## config.mk

```make
export PLATFORM = sky130hd
export DESIGN_NAME = stab_monitor_multi
export DESIGN_NICKNAME = d
export VERILOG_FILES = /design/src/rtl/stab_monitor_pkg.sv /design/src/rtl/stab_monitor_channel.sv /design/src/rtl/stab_monitor_multi.sv
export SDC_FILE = /design/constraint.sdc
export NUM_CORES = 1
export LEC_CHECK = 0
export CAP_MARGIN = 40
export CORE_ASPECT_RATIO = 0.5
export CORE_UTILIZATION = 59
export DETAILED_ROUTE_END_ITERATION = 16
export MAX_ROUTING_LAYER = met4
export PLACE_DENSITY = 0.86
export SLEW_MARGIN = 40
export SYNTH_ARGS = -nofsm -noshare
export SYNTH_HDL_FRONTEND = slang
export SYNTH_SLANG_ARGS = --single-unit
```

## constraint.sdc

```tcl
create_clock -name clk -period 6.32 [get_ports clk]
set_clock_uncertainty 0.05 [all_clocks]
set_input_delay 0.948 -clock clk [delete_from_list [all_inputs] [get_ports clk]]
set_output_delay 0.948 -clock clk [all_outputs]
set_load 0.02 [all_outputs]
```

## src/rtl/stab_monitor_pkg.sv

```systemverilog
// Shared types and helpers for the multi-channel settling monitor.
package stab_monitor_pkg;

  typedef enum logic [1:0] {
    IDLE = 2'd0,
    ARM  = 2'd1,
    MON  = 2'd2,
    DONE = 2'd3
  } state_t;

  // Width able to hold the values 0..ticks inclusive.
  function automatic int tick_w(input int ticks);
    return (ticks < 1) ? 1 : $clog2(ticks + 1);
  endfunction

  function automatic logic [31:0] sat_inc(input logic [31:0] v, input logic [31:0] max);
    return (v >= max) ? v : v + 32'd1;
  endfunction

endpackage

```

## src/rtl/stab_monitor_channel.sv

```systemverilog
// One monitored channel: previous sample, match compare, saturating run counter, stable flag.
// With STAB_TOLERANCE_EN defined a match is |new - prev| <= TOL, otherwise exact equality.
module stab_monitor_channel
  import stab_monitor_pkg::*;
#(
  parameter int DATA_W        = 32,
  parameter int CNT_W         = 10,
  parameter int STABLE_THRESH = 20,
  parameter int TOL           = 0
) (
  input  logic              clk,
  input  logic              reset,
  input  logic              clear,
  input  logic              capture,
  input  logic              compare,
  input  logic [DATA_W-1:0] data,
  output logic [DATA_W-1:0] prev,
  output logic [CNT_W-1:0]  cnt,
  output logic              stable
);

  localparam logic [31:0] CNT_MAX = 32'((64'd1 << CNT_W) - 64'd1);

  logic             match;
  logic [CNT_W-1:0] cnt_inc;

`ifdef STAB_TOLERANCE_EN
  localparam logic [DATA_W:0] TOL_V = (DATA_W+1)'(TOL);
  logic [DATA_W:0] diff;

  // One extra bit keeps the magnitude free of wrap-around.
  always_comb begin
    if (data >= prev) diff = {1'b0, data} - {1'b0, prev};
    else              diff = {1'b0, prev} - {1'b0, data};
    match = (diff <= TOL_V);
  end
`else
  assign match = (data == prev);
`endif

  assign cnt_inc = CNT_W'(sat_inc(32'(cnt), CNT_MAX));

  always_ff @(posedge clk) begin
    if (reset) begin
      prev   <= '0;
      cnt    <= '0;
      stable <= 1'b0;
    end else if (clear) begin
      cnt    <= '0;
      stable <= 1'b0;
    end else if (capture) begin
      prev   <= data;
      cnt    <= '0;
      stable <= 1'b0;
    end else if (compare) begin
      prev <= data;
      if (match) begin
        cnt    <= cnt_inc;
        stable <= (cnt_inc >= CNT_W'(STABLE_THRESH));
      end else begin
        cnt    <= '0;
        stable <= 1'b0;
      end
    end
  end

endmodule

```

## src/rtl/stab_monitor_multi.sv

```systemverilog
// Multi-channel settling monitor: window FSM, tick counter and readout mux around NUM_CH channels.
// Optional macro STAB_TOLERANCE_EN enables tolerance-based matching in each channel.
module stab_monitor_multi
  import stab_monitor_pkg::*;
#(
  parameter int NUM_CH        = 8,
  parameter int DATA_W        = 32,
  parameter int CNT_W         = 10,
  parameter int STABLE_THRESH = 20,
  parameter int TIMEOUT_TICKS = 1000,
  parameter int TOL           = 0,
  localparam int SEL_W        = (NUM_CH > 1) ? $clog2(NUM_CH) : 1
) (
  input  logic                     clk,
  input  logic                     reset,
  input  logic                     sample_tick,
  input  logic                     start,
  input  logic [NUM_CH*DATA_W-1:0] ch_data,
  output logic [NUM_CH-1:0]        stable,
  output logic                     all_stable,
  output logic                     busy,
  output logic                     done,
  output logic                     timeout,
  input  logic [SEL_W-1:0]         rd_sel,
  output logic [DATA_W-1:0]        rd_value,
  output logic [CNT_W-1:0]         rd_cnt
);

  localparam int TW = tick_w(TIMEOUT_TICKS);
  localparam logic [TW-1:0] TICK_MAX = TW'(TIMEOUT_TICKS);

  state_t          state, next_state;
  logic [TW-1:0]   tick_cnt;
  logic            capture, compare, close;
  logic [DATA_W-1:0] prev_arr [NUM_CH];
  logic [CNT_W-1:0]  cnt_arr  [NUM_CH];

  for (genvar k = 0; k < NUM_CH; k++) begin : g_ch
    stab_monitor_channel #(
      .DATA_W(DATA_W), .CNT_W(CNT_W), .STABLE_THRESH(STABLE_THRESH), .TOL(TOL)
    ) u_ch (
      .clk(clk), .reset(reset), .clear(start), .capture(capture), .compare(compare),
      .data(ch_data[k*DATA_W +: DATA_W]), .prev(prev_arr[k]), .cnt(cnt_arr[k]),
      .stable(stable[k])
    );
  end

  assign all_stable = &stable;
  assign busy       = (state == ARM) || (state == MON);

  // A closing MON cycle swallows any coincident tick so results freeze exactly at close.
  always_comb begin
    next_state = state;
    capture    = 1'b0;
    compare    = 1'b0;
    close      = 1'b0;
    if (start) begin
      next_state = ARM;
    end else begin
      case (state)
        ARM: if (sample_tick) begin
          capture    = 1'b1;
          next_state = MON;
        end
        MON: if (all_stable || (tick_cnt == TICK_MAX)) begin
          close      = 1'b1;
          next_state = DONE;
        end else if (sample_tick) begin
          compare = 1'b1;
        end
        default: next_state = state;
      endcase
    end
  end

  always_ff @(posedge clk) begin
    if (reset) begin
      state    <= IDLE;
      tick_cnt <= '0;
      done     <= 1'b0;
      timeout  <= 1'b0;
    end else begin
      state <= next_state;
      if (start) begin
        tick_cnt <= '0;
        done     <= 1'b0;
        timeout  <= 1'b0;
      end else begin
        if (capture)      tick_cnt <= TW'(1);
        else if (compare) tick_cnt <= tick_cnt + TW'(1);
        if (close) begin
          done    <= 1'b1;
          timeout <= ~all_stable;
        end
      end
    end
  end

  always_comb begin
    rd_value = '0;
    rd_cnt   = '0;
    for (int k = 0; k < NUM_CH; k++) begin
      if (int'(rd_sel) == k) begin
        rd_value = prev_arr[k];
        rd_cnt   = cnt_arr[k];
      end
    end
  end

endmodule

```

==> summary.txt, run 1 <==
Outcome
  • Status: finished, final reports clean

Final layout
  • Nets@finish: 3122
  • Layout cells sized above 1: 5.47%
  • Multi-input gate area: 12400 um2
  • Synth-to-Final Area Change: 21.5%
  • Register Area: 7170 um2
  • Filler instances: 2566
  • Fin area: 24900 um2
  • Most frequent cells in the layout: nand2_1 (686), dfxtp_1 (358), a21oi_1 (356)
  • Commonest non-fill, non-tap cell in the layout: nand2_1

STA
  • Worst-Margin Slew: 0.863 ns
  • RSZ-0062 raised after global routing: false
  • Slew headroom: 42.0%
  • Max-slew violations: 0
  • Clock period minus worst slack: 4.80 ns
  • Tcrit/Tclk final: 75.9%
  • Fin Setup TNS: 0 ns
  • Setup violators final: 0
  • Hold Fails Final Rpt: 0
  • FMAX: 0.208 GHz

Clocking
  • CTS tree: yes
  • H-tree Lvls: 2
  • Hold buffers post-CTS: 0
  • CTS buffer count: 34
  • Largest buffer count on any clock path: 3
  • Postcts setup bufs: 0
  • Skew-Pair Late Insertion Delay: 0.54 ns
  • Clock root cell: clkbuf_16
  • # clock sinks: 358
  • Worst-path clk slew: 0.07 ns
  • Cts repair resizes: 0

Floorplan
  • Die area: 35500 um2
  • # IOs: 317
  • Chip height: 134 um
  • Initial Util: 60.9%
  • Die width: 265 um
  • Core ar.: 33600 um2
  • # rows: 47

Synthesis
  • Post-synth EDFFs: 0
  • Area share of the largest cell type after synthesis: 35.0%
  • Ys flop type: dfxtp_1
  • Synth Warn #: 0
  • Library cells used by synthesis: 74
  • Ranking of synthesized cells by area: dfxtp_1 (35%), nand2_1 (13%), a21oi_1 (8.7%), xor2_1 (8.5%), mux4_2 (3.1%)
  • Mapped Area: 20500 um2
  • Register bit total from synthesis: 358
  • Syn Inst Count: 2682
  • Avg Cell Area, Syn: 7.63 um2
  • Yosys top cell by area: dfxtp_1
  • Post-synthesis sequential area ratio: 35.0%
  • Net count after synthesis: 2957
  • Post-synthesis async set-or-reset flop share: 0%

GRT
  • Largest net degree at the start of global routing: 159
  • Vias in the first global route: 19.0k
  • First-pass GRT wire length: 115000 um
  • Total grt overflow: 0
  • Total GRT Usage: 43.9%
  • Initial antenna violation count: 9

Place
  • Cell Area, Placed: 23600 um2
  • Placer Congestion: 1.00
  • I/O Buffers: 316
  • DP HPWL: 57800 um

Min path
  • Hold wc startpoint: done$_SDFFE_PP0P_
  • Destination of the worst hold path: done$_SDFFE_PP0P_
  • Hold path cells: 2
  • Class of the worst hold path: flop to flop

Drt
  • Pre-Repair DR Iteration Count: 6
  • Routed Antenna Nets: 0
  • Residual DRC: 0
  • Via Count: 21.1k
  • Via/cell ratio: 6.31
  • Final WL: 77400 um
  • Per-cell routed wire length: 23.1 um
  • DRT iter0 DRCs: 3188

Run
  • Max Cap Viol: 0

Worst setup path
  • Path depth of the worst reg2reg path: 10
  • Worst Path Arrival: 3.80 ns
  • Critical path capture point type: primary output
  • Worst reg2reg setup slack: 3.16 ns
  • Reg-to-reg endpoint: g_ch[3].u_ch.prev[30]$_SDFFE_PP0P_
  • Crit path kind: input pin to primary output
  • R2r startpoint: tick_cnt[0]$_SDFFE_PP0P_
  • Crit path required time: 5.32 ns
  • Startpoint Class: input pin
  • Worst Path Max Fanout: 59

Power
  • Max VDD drop: 196 uV
  • Pleak: 8.86 nW
  • Power Dens Cells: 216 nW/um2
  • Final Power: 5.37 mW
[worst max-delay path, cell delays in order]
cell	delay (ns)
buf_4	0.58
nor2b_1	0.61
buf_4	0.32
a21oi_1	0.10
o221ai_1	0.33
o21ai_0	0.16
nand2_1	0.11
clkdlybuf4s50_1	0.61
[per-layer routing]
| metal | GRT usage (%) | wire length [um] | share of wire [%] | vias to the layer above |
|---|---|---|---|---|
| met5 | - | 0 | 0 | - |
| met4 | 14.8 | 2540 | 3.3 | 0 |
| met3 | 10.9 | 9680 | 13 | 175 |
| met2 | 63.4 | 33500 | 43 | 1325 |
| met1 | 59.6 | 31700 | 41 | 9989 |
| li1 | - | - | - | 9636 |
[state kept, by name, indices dropped and copies added, names as in the netlist]
register / count
g_ch.u_ch.prev: 256
g_ch.u_ch.cnt: 80
tick_cnt: 10
g_ch.u_ch.stable: 8
state: 2
done: 1
timeout: 1
[where the power goes]
part	total [mW]	leakage [nW]	internal, mW	switching (mW)
Combinational	0.667	5.36	0.309	0.358
Sequential	2.37	2.89	2.30	0.0709
Clock	2.33	0.607	1.37	0.956
Total	5.37	8.86	3.98	1.39
[cells in the mapped netlist, types with 30 or more instances]
cell type  count
a21oi_1      357
a22o_1        30
buf_2         59
clkbuf_1     118
dfxtp_1      358
mux2i_1       34
nand2_1      687
nand3_1       50
nand4_1       57
nor2_1       126
nor3_1        43
nor4_1        56
o21ai_0       60
xnor2_1       71
xor2_1       199
[cell type report]
class / count / area share [%]
Antenna cell: 9 / 0.0906
Tap cell: 465 / 2.34
Clock buffer: 47 / 4.08
Inverter: 26 / 0.393
Timing Repair Buffer: 338 / 13.7
Sequential cell: 358 / 28.8
Multi-Input combinational cell: 2089 / 49.7
Clock inverter: 14 / 0.921
[metrics by stage]
| step | hold WS [ns] | util [%] | instances | setup slack (ns) |
|---|---|---|---|---|
| floorplan | 0.382 | - | 2682 | 2.77 |
| global placement | 0.392 | 70.0 | 3272 | 1.52 |
| detailed placement | 0.403 | 70.1 | 3274 | 1.62 |
| CTS | 0.413 | 73.8 | 3335 | 1.62 |
| global route | 0.423 | 74.0 | 3345 | 1.38 |
| finish | 0.406 | 74.0 | 3346 | 1.52 |
[how the worst max path moves through the flow]
| stage | slack [ns] | endpoint | from |
|---|---|---|---|
| 4_1_cts | 1.62 | rd_value[1] | rd_sel[0] |
| 2_1_floorplan | 2.77 | rd_cnt[4] | rd_sel[0] |
| 3_3_place_gp | 1.52 | rd_value[0] | rd_sel[2] |
| 3_5_place_dp | 1.62 | rd_value[1] | rd_sel[0] |
| 6_report | 1.52 | rd_value[1] | rd_sel[0] |
| 5_1_grt | 1.38 | rd_value[19] | rd_sel[0] |
[logic make-up after synthesis]
group | synth area share (%)
AOI/OAI and AO/OA | 17.8
xor gates and xnor gates | 11.6
adders and majority gates | 0.734
buffers and inverters | 4.92
DFF | 35.0
muxes | 5.74
and+or+nand+nor | 24.2
(Power assumes the default switching activity.)
==> run 2: changes to the inputs <==
- CORE_UTILIZATION: 59 -> 55
- PLACE_DENSITY: 0.86 -> 0.81
- clock period: 6.32 -> 4.45 ns (I/O delays scaled with it)
==> summary.txt, run 2 (synthesis results as in run 1) <==
Outcome
  • Status: finished, violations left
  • Failing checks: DRC

Final layout
  • Synth-to-Final Area Change: 21.4%
  • Layout cells sized above 1: 5.53% (+0.062 points)
  • Largest regs: g_ch.u_ch.prev (256), g_ch.u_ch.cnt (80), tick_cnt (10)
  • Commonest non-fill, non-tap cell in the layout: nand2_1
  • Most frequent cells in the layout: nand2_1 (686), dfxtp_1 (358), a21oi_1 (356)
  • Fin area: 24800 um2 (-0.11%)
  • Nets@finish: 3127 (+0.16%)
  • Number of flip-flops in the largest register: 256 (unchanged)
  • Largest register by flop count: g_ch.u_ch.prev
  • Fin cells: 3365 (+0.57%)
  • Final core occ: 68.4% (-5.6 points)

Floorplan
  • Die area: 38000 um2 (+7.2%)
  • Initial Util: 56.4% (-4.6 points)
  • # IOs: 317 (unchanged)
  • # rows: 49 (+4.3%)
  • Chip height: 138 um (+3.5%)
  • Die width: 275 um (+3.5%)
  • Core ar.: 36300 um2 (+8.1%)

Clocking
  • Postcts setup bufs: 0 (unchanged)
  • Skew-Pair Late Insertion Delay: 0.53 ns (about the same)
  • Clock root cell: clkbuf_16
  • Hold buffers post-CTS: 0 (unchanged)
  • Largest buffer count on any clock path: 3 (unchanged)
  • CTS buffer count: 34 (unchanged)
  • CTS tree: yes
  • H-tree Lvls: 2 (unchanged)
  • Cts repair resizes: 0 (unchanged)
  • Worst-path clk slew: 0.07 ns (about the same)
  • # clock sinks: 358 (unchanged)

Drt
  • Via Count: 20.9k (-0.85%)
  • Final WL: 74000 um (-4.4%)
  • Via/cell ratio: 6.22 (-1.4%)
  • Per-cell routed wire length: 22.0 um (-4.9%)
  • Residual DRC: 2 (+2)
  • DRT iter0 DRCs: 3236 (+1.5%)
  • Routed Antenna Nets: 0 (unchanged)
  • Pre-Repair DR Iteration Count: 13 (+7)

STA
  • Tcrit/Tclk final: 87.0%
  • Setup violators final: 0 (unchanged)
  • Max-slew violations: 0 (unchanged)
  • Fin Setup TNS: 0 ns (unchanged)
  • FMAX: 0.258 GHz
  • RSZ-0062 raised after global routing: false
  • Hold Slack: 0.417 ns (+0.0117 ns)
  • Final worst setup slack: 0.576 ns (-0.946 ns)
  • Worst-Margin Slew: 0.858 ns (-0.00447 ns)
  • Hold Fails Final Rpt: 0 (unchanged)
  • Clock period minus worst slack: 3.87 ns
  • Slew headroom: 42.3% (+0.30 points)

Place
  • DP HPWL: 55600 um (-3.9%)
  • Placed Cells: 3300 (+0.79%)
  • I/O Buffers: 316 (unchanged)
  • Place WS: 0.701 ns (-0.922 ns)
  • Cell Area, Placed: 23700 um2 (+0.44%)
  • Placer Congestion: 1.07 (+6.1%)

Power
  • Pleak: 8.85 nW (-0.19%)
  • Max VDD drop: 285 uV (+46%)
  • Final Power: 7.41 mW (+38%)
  • Power Dens Cells: 298 nW/um2 (+38%)

Worst setup path
  • Critical path capture point type: primary output
  • Worst Path Arrival: 3.16 ns (-0.64 ns)
  • Crit path kind: input pin to primary output
  • Worst Path Max Fanout: 46 (-22%)
  • Crit path required time: 3.73 ns (-1.59 ns)
  • Startpoint Class: input pin

GRT
  • First-pass GRT wire length: 110000 um (-4.2%)
  • Vias in the first global route: 18.7k (-1.7%)
  • Initial antenna violation count: 6 (-3)
  • Total grt overflow: 0 (unchanged)
  • Total GRT Usage: 38.9% (-5.0 points)
  • Largest net degree at the start of global routing: 160 (+0.63%)

Min path
  • Class of the worst hold path: flop to flop

Run
  • Max Cap Viol: 0 (unchanged)
[run 2: changes by cell type in the layout (fill, tap and decap cells not counted), sizes merged]
cell	delta
bufinv	-2
clkbuf	+1
clkinvlp	-1
inv	+1
buf	+5
diode	-4
[run 2: metal layers]
metal	GRT usage [%]	vias up	wire, um	share of wire [%]
li1	-	9647	-	-
met1	53.7	9859	29800	40
met2	57.7	1269	33000	45
met3	7.14	170	8780	12
met4	11.3	0	2380	3.2
met5	-	-	0	0
[run 2: final timing paths]
| kind | start | to | slack [ns] | cells after the start |
|---|---|---|---|---|
| max | rd_sel[2] | rd_value[18] | 0.58 | 10 |
| min | timeout$_SDFFE_PP0P_ | timeout$_SDFFE_PP0P_ | 0.42 | 2 |
| max reg2reg | tick_cnt[0]$_SDFFE_PP0P_ | g_ch[1].u_ch.prev[19]$_SDFFE_PP0P_ | 1.37 | 9 |
| min reg2reg | timeout$_SDFFE_PP0P_ | timeout$_SDFFE_PP0P_ | 0.42 | 2 |
[run 2: cell type report]
cell class	count	area [um2]
Sequential cell	358	7170
Multi-Input combinational cell	2089	12300
Inverter	26	97.6
Clock buffer	48	985
Clock inverter	12	170
Timing Repair Buffer	343	3460
Tap cell	484	606
Fill cell	2968	11500
Antenna cell	5	12.5
[run 2: critical path: stages]
cell	delay, ns
buf_2	0.44
buf_12	0.32
nor2b_2	0.06
buf_4	0.23
a22o_1	0.23
nand2_1	0.13
o221ai_1	0.21
o21ai_0	0.20
nand2_1	0.09
clkdlybuf4s50_1	0.55
[run 2: power by group]
| part | total, mW | internal, mW | switching [mW] | leakage (nW) |
|---|---|---|---|---|
| combinational | 0.939 | 0.441 | 0.498 | 5.39 |
| sequential | 3.36 | 3.27 | 0.0944 | 2.89 |
| clock | 3.10 | 1.78 | 1.32 | 0.568 |
